$ cat src/rtl/arm_core_seq.sv
// Handshaked FETCH/DECODE/MEM sequencer: owns pc, latches inst_q for decode, sequences data accesses.
// FETCH and MEM stall until their ack (optional MAX_WAIT timeout); DECODE is one cycle; CPI 2 ALU / 3 memory.
module arm_core_seq #(
  parameter int                ADDR_W       = 32,
  parameter logic [ADDR_W-1:0] RESET_VECTOR = '0,
  parameter int                CNT_W        = 32,
  parameter int                MAX_WAIT     = 0
) (
  input  logic              clk,
  input  logic              rst,
  output logic              inst_req,
  output logic [ADDR_W-1:0] inst_addr,
  input  logic              inst_ack,
  input  logic [31:0]       inst_rdata,
  output logic [31:0]       inst_q,
  input  logic              cond_pass,
  input  logic              dec_mem,
  input  logic              dec_store,
  input  logic              dec_branch,
  input  logic              dec_halt,
  input  logic [ADDR_W-1:0] branch_target,
  output logic              mem_req,
  output logic              mem_write_en,
  input  logic              mem_ack,
  output logic              exec_en,
  output logic [ADDR_W-1:0] pc,
  output logic              halted,
  output logic              fault,
  output logic [CNT_W-1:0]  retired
);

  localparam int WAIT_W = (MAX_WAIT > 1) ? $clog2(MAX_WAIT) : 1;

  // Three-bit encoding leaves spare codes so a corrupted state can be steered back to FETCH.
  typedef enum logic [2:0] {
    S_FETCH  = 3'd0,
    S_DECODE = 3'd1,
    S_MEM    = 3'd2,
    S_HALT   = 3'd3
  } state_t;

  typedef enum logic [1:0] {
    PC_HOLD   = 2'd0,
    PC_INC    = 2'd1,
    PC_BRANCH = 2'd2
  } pc_sel_t;

  state_t            state;
  state_t            state_nxt;
  pc_sel_t           pc_sel;
  logic              retire;
  logic              set_halt;
  logic              set_fault;
  logic              load_inst;
  logic              load_store;
  logic              store_q;
  logic              wait_expired;
  logic              waiting;
  logic [WAIT_W-1:0] wait_cnt;
  logic [ADDR_W-1:0] branch_pc;
  logic [1:0]        unused_target_lsb;

  assign branch_pc         = {branch_target[ADDR_W-1:2], 2'b00};
  assign unused_target_lsb = branch_target[1:0];
  assign inst_addr         = pc;

  assign wait_expired = (MAX_WAIT > 0) && (wait_cnt == WAIT_W'(MAX_WAIT - 1));
  assign waiting      = ((state == S_FETCH) && !inst_ack) || ((state == S_MEM) && !mem_ack);

  always_ff @(posedge clk) begin
    if (rst) begin
      state <= S_FETCH;
    end else begin
      state <= state_nxt;
    end
  end

  always_comb begin
    state_nxt  = state;
    pc_sel     = PC_HOLD;
    retire     = 1'b0;
    set_halt   = 1'b0;
    set_fault  = 1'b0;
    load_inst  = 1'b0;
    load_store = 1'b0;
    case (state)
      S_FETCH: begin
        if (inst_ack) begin
          state_nxt = S_DECODE;
          load_inst = 1'b1;
        end else if (wait_expired) begin
          state_nxt = S_HALT;
          set_halt  = 1'b1;
          set_fault = 1'b1;
        end
      end
      S_DECODE: begin
        if (!cond_pass) begin
          state_nxt = S_FETCH;
          pc_sel    = PC_INC;
          retire    = 1'b1;
        end else if (dec_halt) begin
          state_nxt = S_HALT;
          retire    = 1'b1;
          set_halt  = 1'b1;
        end else if (dec_mem) begin
          state_nxt  = S_MEM;
          load_store = 1'b1;
        end else begin
          state_nxt = S_FETCH;
          retire    = 1'b1;
          pc_sel    = dec_branch ? PC_BRANCH : PC_INC;
        end
      end
      S_MEM: begin
        if (mem_ack) begin
          state_nxt = S_FETCH;
          pc_sel    = PC_INC;
          retire    = 1'b1;
        end else if (wait_expired) begin
          state_nxt = S_HALT;
          set_halt  = 1'b1;
          set_fault = 1'b1;
        end
      end
      S_HALT: begin
        state_nxt = S_HALT;
      end
      default: begin
        state_nxt = S_FETCH;
      end
    endcase
  end

  always_comb begin
    inst_req     = (state == S_FETCH);
    mem_req      = (state == S_MEM);
    mem_write_en = (state == S_MEM) && store_q;
    exec_en      = ((state == S_DECODE) && cond_pass && !dec_halt && !dec_mem) ||
                   ((state == S_MEM) && mem_ack);
  end

  always_ff @(posedge clk) begin
    if (rst) begin
      pc       <= RESET_VECTOR;
      inst_q   <= '0;
      store_q  <= 1'b0;
      retired  <= '0;
      halted   <= 1'b0;
      fault    <= 1'b0;
      wait_cnt <= '0;
    end else begin
      case (pc_sel)
        PC_INC:    pc <= pc + ADDR_W'(4);
        PC_BRANCH: pc <= branch_pc;
        default:   pc <= pc;
      endcase
      if (load_inst) begin
        inst_q <= inst_rdata;
      end
      if (load_store) begin
        store_q <= dec_store;
      end
      if (retire) begin
        retired <= retired + CNT_W'(1);
      end
      if (set_halt) begin
        halted <= 1'b1;
      end
      if (set_fault) begin
        fault <= 1'b1;
      end
      // Counter restarts on every state change so each FETCH/MEM visit gets a full budget.
      if (state_nxt != state) begin
        wait_cnt <= '0;
      end else if (waiting) begin
        wait_cnt <= wait_cnt + WAIT_W'(1);
      end
    end
  end

endmodule

$ cat config.mk
export PLATFORM = sky130hd
export DESIGN_NAME = arm_core_seq
export DESIGN_NICKNAME = d
export VERILOG_FILES = /design/src/rtl/arm_core_seq.sv
export SDC_FILE = /design/constraint.sdc
export NUM_CORES = 1
export LEC_CHECK = 0
export ABC_AREA = 1
export CORE_ASPECT_RATIO = 1.75
export CORE_MARGIN = 2
export CORE_UTILIZATION = 49
export CTS_CLUSTER_DIAMETER = 200
export CTS_CLUSTER_SIZE = 12
export DETAILED_ROUTE_END_ITERATION = 10
export HOLD_SLACK_MARGIN = 0.1
export PLACE_DENSITY = 0.95
export SLEW_MARGIN = 20
export SYNTH_ARGS = -nofsm -noshare
export SYNTH_HDL_FRONTEND = slang
export SYNTH_SLANG_ARGS = --single-unit
$ cat constraint.sdc
create_clock -name clk -period 3.8 [get_ports clk]
set_input_delay 0.76 -clock clk [delete_from_list [all_inputs] [get_ports clk]]
set_output_delay 0.76 -clock clk [all_outputs]
set_load 0.05 [all_outputs]
==> run_results.csv, run 1 <==
group,metric,value,unit
outcome,outcome,"finished clean",
setup_path,type_of_element_capturing_the_critical_path,"output port",
place,placedCellCount,1175,
floorplan,fp-row-count,52,
final_layout,net_count_final,1131,
synth,synthesis.area_per_instance,6.37,sq um
cts,cts_hold_buffers,0,
setup_path,reg2reg_from,"state[1]$_SDFFE_PP0P_",
cts,tritoncts_num_sinks,98,
synth,synth_fa_ha_area_share,1.54,%
grt,maximum_number_of_pins_on_one_net_before_global_route_repair,39,
sta,tns,0,ns
cts,post_cts.repair.setup_buffers,0,
routing,drt_drc_violations_left,0,
setup_path,rr_worst_depth,11,
synth,synth_compound_gate_area_share,13.2,%
pwr,post-layout-total-power,2.87,mW
pwr,power.ir.vdd_worst,270,uV
sta,final.min_clock_period,3.14,ns
cts,h-tree-depth,3,
synth,synth_top_cell_area_share,34.5,%
routing,detailroute.via_count,6364,
floorplan,floorplan.die_area,0.0125,sq mm
grt,groute.usage.overall,27.5,%
sta,timing.final.setup_violations,0,
place,io_buffers,199,
place,place_area,0.00754,sq mm
routing,vias_per_cell,5.34,
cts,cts_tree,"built",
routing,initialDrtViolationCount,293,
floorplan,design.core.area,0.0115,sq mm
place,placement.setup.worst_slack,0.677,ns
routing,first_pass_iters,6,
sta,min_period_over_period,82.7,%
final_layout,syn_to_final_growth,38.2,%
grt,number_of_global_route_vias_before_repair,6128,
setup_path,timing.critical_path.from_type,"input pin",
setup_path,slowest_stage,"clkdlybuf4s50_1",
final_layout,seq_area,0.00196,sq mm
sta,worst_pin_slew,0.978,ns
synth,cells_taking_the_most_area_after_synthesis,"dfxtp_1, nand2_1, nor2_1, o21ai_0, a21oi_1",
floorplan,floorplan.initialDensity,49.7,%
synth,synth-simple-area-share,38.3,%
synth,yosys_register_bits,98,
pwr,power_frac_comb,26.4,%
synth,synthDominantAreaCellType,"dfxtp_1",
final_layout,layout-drive-gt1-share,5.49,%
grt,grt_overflow_total,0,
grt,grt_antenna_before_repair,0,
final_layout,finish.cell_count_without_fillers,1191,
cts,ctsLongestPathBuffers,2,
grt,wire_length_of_the_first_global_routing_pass,28.0,mm
setup_path,critical_path.reg2reg.endpoint,"inst_addr[11]$_SDFFE_PP0P_",
setup_path,crit_path_max_incr_delay,0.81,ns
setup_path,worstSetupPathType,"input pin to output port",
pwr,switchingPower,1.03,mW
cts,source_to_sink_clock_delay_at_the_later_pin_of_the_worst_skew_pair,0.35,ns
routing,wire_per_inst,14.8,microns
setup_path,cp-startpoint,"dec_mem",
setup_path,cp-endpoint,"exec_en",
synth,xor_xnor_share_of_the_synthesized_area,2.15,%
setup_path,critical_path_peak_fanout,4,
min_path,worstHoldPathType,"flip-flop to flip-flop",
sta,max_clock_freq,318,MHz
setup_path,critical-path-top-cell-by-count,"clkdlybuf4s50_1",
synth,syn_area,0.00569,sq mm
synth,synth-warning-count,0,
sta,fin_worst_hold_slack,0.454,ns
setup_path,path_cells,"clkdlybuf4s50_1, nor2_1, nand3_1, nand2_1, clkdlybuf4s50_1",
synth,synth_top_family_by_area,"simple AND/OR/NAND/NOR gates",
cts,cts-buffers-inserted,9,
final_layout,final_design_area_no_fill,0.00787,sq mm
sta,hold_viol_final,0,
final_layout,diodes,0,
pwr,power_frac_clock,33.6,%
pwr,sw_frac_of_total,36.0,%
sta,fin_skew,0.0173,ns
synth,post_synth_num_cell_types,40,
synth,synth.mux.area_fraction,0,%
pwr,internal_power,1.83,mW
floorplan,die_h,147,microns
final_layout,multiInputGateArea,0.00316,sq mm
final_layout,final_core_utilization,68.7,%
pwr,ratio_of_total_power_to_cell_area,364,mW/mm^2
routing,finalWirelength,17.6,mm
final_layout,layout.filler_cells,889,
pwr,seqPwrFrac,40.0,%
setup_path,worstPathArrival,2.38,ns
place,globalplace.congestion,0.932,
job,number_of_max_capacitance_violations_reported,0,
sta,postLayoutSetupSlackWorst,0.658,ns
sta,timing.max_slew.rel_slack,34.8,%
sta,count_of_pins_over_their_slew_limit,0,
synth,sequential_cell_area_fraction_in_the_yosys_report,34.5,%
pwr,power.static_leakage,2.84,nW
setup_path,worst_ep_required_time,3.04,ns
place,place.detailed.hpwl,13.2,mm
floorplan,chipWidth,85.5,microns
routing,detail-route-antenna-nets,0,
cts,resized_gates_after_cts,0,
sta,grt_setup_unrepaired,"no",
cts,clock_tree.root_cell,"clkbuf_16",
synth,syn_inst,894,
cts,clkTransAtPathRegs,0.09,ns
setup_path,reg2reg_slack,1.25,ns
floorplan,io-pin-count,207,
[worst max-delay path: cells and delay by family]
family,cells,cell delay [ns]
buffers and inverters,2,1.27
AND/OR/NAND/NOR,3,0.35
[power by group through the flow]
| stage | logic, mW | clock network (mW) | registers [mW] |
|---|---|---|---|
| global placement | 0.743 | 0 | 1.17 |
| finish | 0.756 | 0.963 | 1.15 |
| CTS | 0.759 | 0.974 | 1.15 |
| detailed placement | 0.755 | 0 | 1.17 |
| floorplan | 0.302 | 0 | 1.36 |
| global route | 0.803 | 1.01 | 1.16 |
[placed cells by master, fill, tap and decap left out, drive strengths merged, types with 10 or more instances in the layout]
cell type        n
nor2           208
nand2          241
inv             55
xor2            10
clkdlybuf4s50  199
o21ai           70
nand3           40
dfxtp           98
a21oi           64
[state kept, by name (all words and copies together) (netlist names)]
signal     count
inst_q        32
retired       32
inst_addr     30
state          2
halted         1
store_q        1
[how the worst min path moves through the flow]
stage,start,to,slack [ns],depth (start not counted)
final,store_q$_SDFFE_PP0P_,store_q$_SDFFE_PP0P_,0.45,2
after global routing,store_q$_SDFFE_PP0P_,store_q$_SDFFE_PP0P_,0.48,2
after CTS,store_q$_SDFFE_PP0P_,store_q$_SDFFE_PP0P_,0.46,2
after detailed placement,store_q$_SDFFE_PP0P_,store_q$_SDFFE_PP0P_,0.44,2
after global placement,store_q$_SDFFE_PP0P_,store_q$_SDFFE_PP0P_,0.43,2
after floorplan,store_q$_SDFFE_PP0P_,store_q$_SDFFE_PP0P_,0.42,2
[routing by layer]
layer / wire length [microns] / vias to the layer above / global-route usage, %
met5: 0 / - / 0
met4: 768 / 0 / 14.6
met3: 1030 / 60 / 4.75
met2: 9670 / 281 / 52.5
met1: 6120 / 2893 / 27.4
li1: - / 3130 / -
[synth_stat cells]
| cell type | instances |
|---|---|
| a31oi_1 | 2 |
| clkinv_1 | 1 |
| buf_4 | 36 |
| and2_1 | 2 |
| o21a_1 | 1 |
| nor3_1 | 5 |
| nor4_1 | 3 |
| nand4_1 | 2 |
| inv_2 | 1 |
| dfxtp_1 | 98 |
| nor2_2 | 8 |
| o211ai_1 | 1 |
| a21o_1 | 1 |
| ha_1 | 7 |
| xor2_1 | 10 |
| nand3b_1 | 8 |
| a21oi_1 | 63 |
| a221oi_1 | 2 |
| nand2_1 | 230 |
| o21ai_2 | 1 |
| o21ai_0 | 68 |
| nand3b_4 | 1 |
| buf_1 | 3 |
| o22ai_1 | 1 |
| nor3_2 | 1 |
| o21ai_1 | 1 |
| nand3_1 | 40 |
| inv_1 | 51 |
| nand2_4 | 1 |
| o31a_1 | 1 |
| a21oi_2 | 1 |
| conb_1 | 1 |
| nor2_4 | 9 |
| buf_2 | 6 |
| nand4_2 | 1 |
| xnor2_1 | 4 |
| nor2_1 | 191 |
| nand2_2 | 10 |
| clkbuf_1 | 20 |
| o21bai_1 | 1 |
[cell type report]
cell class | instances | area share, %
Clock inverter | 7 | 1.26
Timing Repair Buffer | 207 | 26.1
Sequential cell | 98 | 24.9
Tap cell | 135 | 2.15
Multi-Input combinational cell | 682 | 40.2
Inverter | 53 | 2.53
Clock buffer | 9 | 2.86
[cell families after synthesis]
kind of cell / count (synthesis)
AO/OA/AOI/OAI: 144
adder cells (fa/ha/maj): 7
other: 1
XOR/XNOR: 14
AND/OR/NAND/NOR: 512
buffers and inverters: 118
flip-flops: 98
No activity file was read; power rests on OpenSTA's default activity.
==> inputs of run 2 (changes only) <==
--- a/config.mk
+++ b/config.mk
@@ -8,12 +8,12 @@
 export ABC_AREA = 1
 export CORE_ASPECT_RATIO = 1.75
 export CORE_MARGIN = 2
-export CORE_UTILIZATION = 49
+export CORE_UTILIZATION = 45
 export CTS_CLUSTER_DIAMETER = 200
 export CTS_CLUSTER_SIZE = 12
 export DETAILED_ROUTE_END_ITERATION = 10
 export HOLD_SLACK_MARGIN = 0.1
-export PLACE_DENSITY = 0.95
+export PLACE_DENSITY = 0.92
 export SLEW_MARGIN = 20
 export SYNTH_ARGS = -nofsm -noshare
 export SYNTH_HDL_FRONTEND = slang
==> constraint.sdc (replaced) <==
create_clock -name clk -period 3.2 [get_ports clk]
set_input_delay 0.64 -clock clk [delete_from_list [all_inputs] [get_ports clk]]
set_output_delay 0.64 -clock clk [all_outputs]
set_load 0.05 [all_outputs]
==> run_results.csv, run 2 (same netlist as run 1, synthesis figures left out) <==
group,metric,value,unit
cts,resized_gates_after_cts,0,
sta,postLayoutSetupSlackWorst,0.575,ns
floorplan,floorplan.initialDensity,45.8,%
cts,cts-buffers-inserted,9,
pwr,switchingPower,1.20,mW
pwr,seqPwrFrac,40.5,%
setup_path,worstSetupPathType,"flip-flop to output port",
floorplan,io-pin-count,207,
pwr,power.ir.vdd_worst,285,uV
cts,cts_tree,"built",
cts,tritoncts_num_sinks,98,
grt,wire_length_of_the_first_global_routing_pass,28.0,mm
floorplan,floorplan.die_area,0.0136,sq mm
job,number_of_max_capacitance_violations_reported,0,
sta,min_period_over_period,82.0,%
setup_path,type_of_element_capturing_the_critical_path,"output port",
final_layout,diodes,0,
grt,grt_antenna_before_repair,0,
cts,cts_hold_buffers,0,
cts,h-tree-depth,3,
floorplan,fp-row-count,54,
pwr,internal_power,2.17,mW
place,place.detailed.hpwl,13.4,mm
routing,finalWirelength,17.5,mm
routing,detailroute.wirelength.met3,1.10,mm
cts,clock_tree.root_cell,"clkbuf_16",
grt,groute.usage.overall,25.9,%
pwr,ratio_of_total_power_to_cell_area,425,mW/mm^2
final_layout,net_count_final,1131,
routing,vias_per_cell,5.23,
cts,post_cts.repair.setup_buffers,0,
sta,fin_skew,0.00971,ns
place,io_buffers,199,
routing,detailroute.via_count,6398,
final_layout,layout-drive-gt1-share,5.59,%
sta,fin_worst_hold_slack,0.450,ns
grt,maximum_number_of_pins_on_one_net_before_global_route_repair,64,
final_layout,finish.cell_count_without_fillers,1224,
sta,grt_setup_unrepaired,"no",
routing,detail-route-antenna-nets,0,
pwr,sw_frac_of_total,35.6,%
final_layout,commonest_non_fill_non_tap_cells_in_the_layout,"nand2_1, clkdlybuf4s50_1, nor2_1, dfxtp_1, o21ai_0",
floorplan,chipWidth,89.0,microns
sta,final.min_clock_period,2.63,ns
final_layout,final_core_utilization,63.7,%
final_layout,syn_to_final_growth,39.1,%
setup_path,worstPathArrival,1.99,ns
sta,count_of_pins_over_their_slew_limit,0,
grt,number_of_global_route_vias_before_repair,6005,
sta,tns,0,ns
place,globalplace.congestion,0.927,
routing,met1_length,5.94,mm
grt,grt_overflow_total,0,
sta,worst_pin_slew,0.558,ns
cts,ctsLongestPathBuffers,2,
sta,max_clock_freq,381,MHz
routing,highest_layer,"met4",
setup_path,worst_ep_required_time,2.56,ns
final_layout,seq_area,0.00196,sq mm
pwr,power.static_leakage,2.85,nW
final_layout,most_frequent_standard_cell_in_the_layout_excluding_fill_and_tap_cells,"nand2_1",
min_path,worstHoldPathType,"flip-flop to flip-flop",
floorplan,design.core.area,0.0124,sq mm
sta,timing.max_slew.rel_slack,62.7,%
setup_path,critical_path_peak_fanout,5,
sta,timing.final.setup_violations,0,
pwr,power_frac_clock,32.6,%
pwr,power_frac_comb,26.9,%
routing,drt_drc_violations_left,0,
cts,source_to_sink_clock_delay_at_the_later_pin_of_the_worst_skew_pair,0.35,ns
routing,wl_met2,9.26,mm
final_layout,layout.filler_cells,1088,
floorplan,die_h,153,microns
place,placedCellCount,1208,
pwr,post-layout-total-power,3.37,mW
setup_path,timing.critical_path.from_type,"flip-flop",
final_layout,final_design_area_no_fill,0.00792,sq mm
place,placement.setup.worst_slack,0.386,ns
cts,clkTransAtPathRegs,0.08,ns
routing,wire_per_inst,14.3,microns
outcome,outcome,"finished clean",
routing,first_pass_iters,8,
final_layout,multiInputGateArea,0.00316,sq mm
sta,hold_viol_final,0,
routing,initialDrtViolationCount,248,
place,place_area,0.00762,sq mm
==> run 2: cell count changes in the layout (fill, tap and decap cells not counted) <==
cell,delta
buf_12,+3
clkinv_4,+2
clkinv_8,-3
inv_6,+1
clkdlybuf4s50_1,-1
buf_4,-2
==> run 2: worst max-delay path: stages, from the launching register on <==
cell and delay, ns:
dfxtp_1 0.35, inv_1 0.11, ha_1 0.24, nand2_1 0.07, inv_1 0.05, clkdlybuf4s50_1 0.82
==> run 2: area by class of cell <==
cell class | count | share of cell area [%]
flip-flops and latches | 98 | 24.8
multi-input cells | 682 | 39.9
well taps | 168 | 2.65
clock buffers | 9 | 2.84
clock inverters | 7 | 0.964
repair buffers | 207 | 26.4
inverters | 53 | 2.51
==> run 2: path summary, 6_finish.rpt <==
check,from,to,slack [ns],depth (start not counted)
worst max-delay path,state[0]$_SDFFE_PP0P_,mem_write_en,0.57,5
worst min-delay path,store_q$_SDFFE_PP0P_,store_q$_SDFFE_PP0P_,0.45,2
worst max register to register,state[0]$_SDFFE_PP0P_,inst_addr[3]$_SDFFE_PP0P_,0.89,10
worst min register to register,store_q$_SDFFE_PP0P_,store_q$_SDFFE_PP0P_,0.45,2
==> run 2: power by group through the flow <==
stage	registers (mW)	clock network [mW]	logic, mW
after global routing	1.37	1.18	0.964
after global placement	1.39	0	0.891
after detailed placement	1.39	0	0.907
after CTS	1.36	1.12	0.909
after floorplan	1.62	0	0.359
final	1.36	1.10	0.906
==> run 2: routing by layer <==
metal,up-vias,GRT usage [%]
met3,101,4.33
met5,-,0
met1,2840,26.3
met2,322,46.4
li1,3135,-
met4,0,17.0
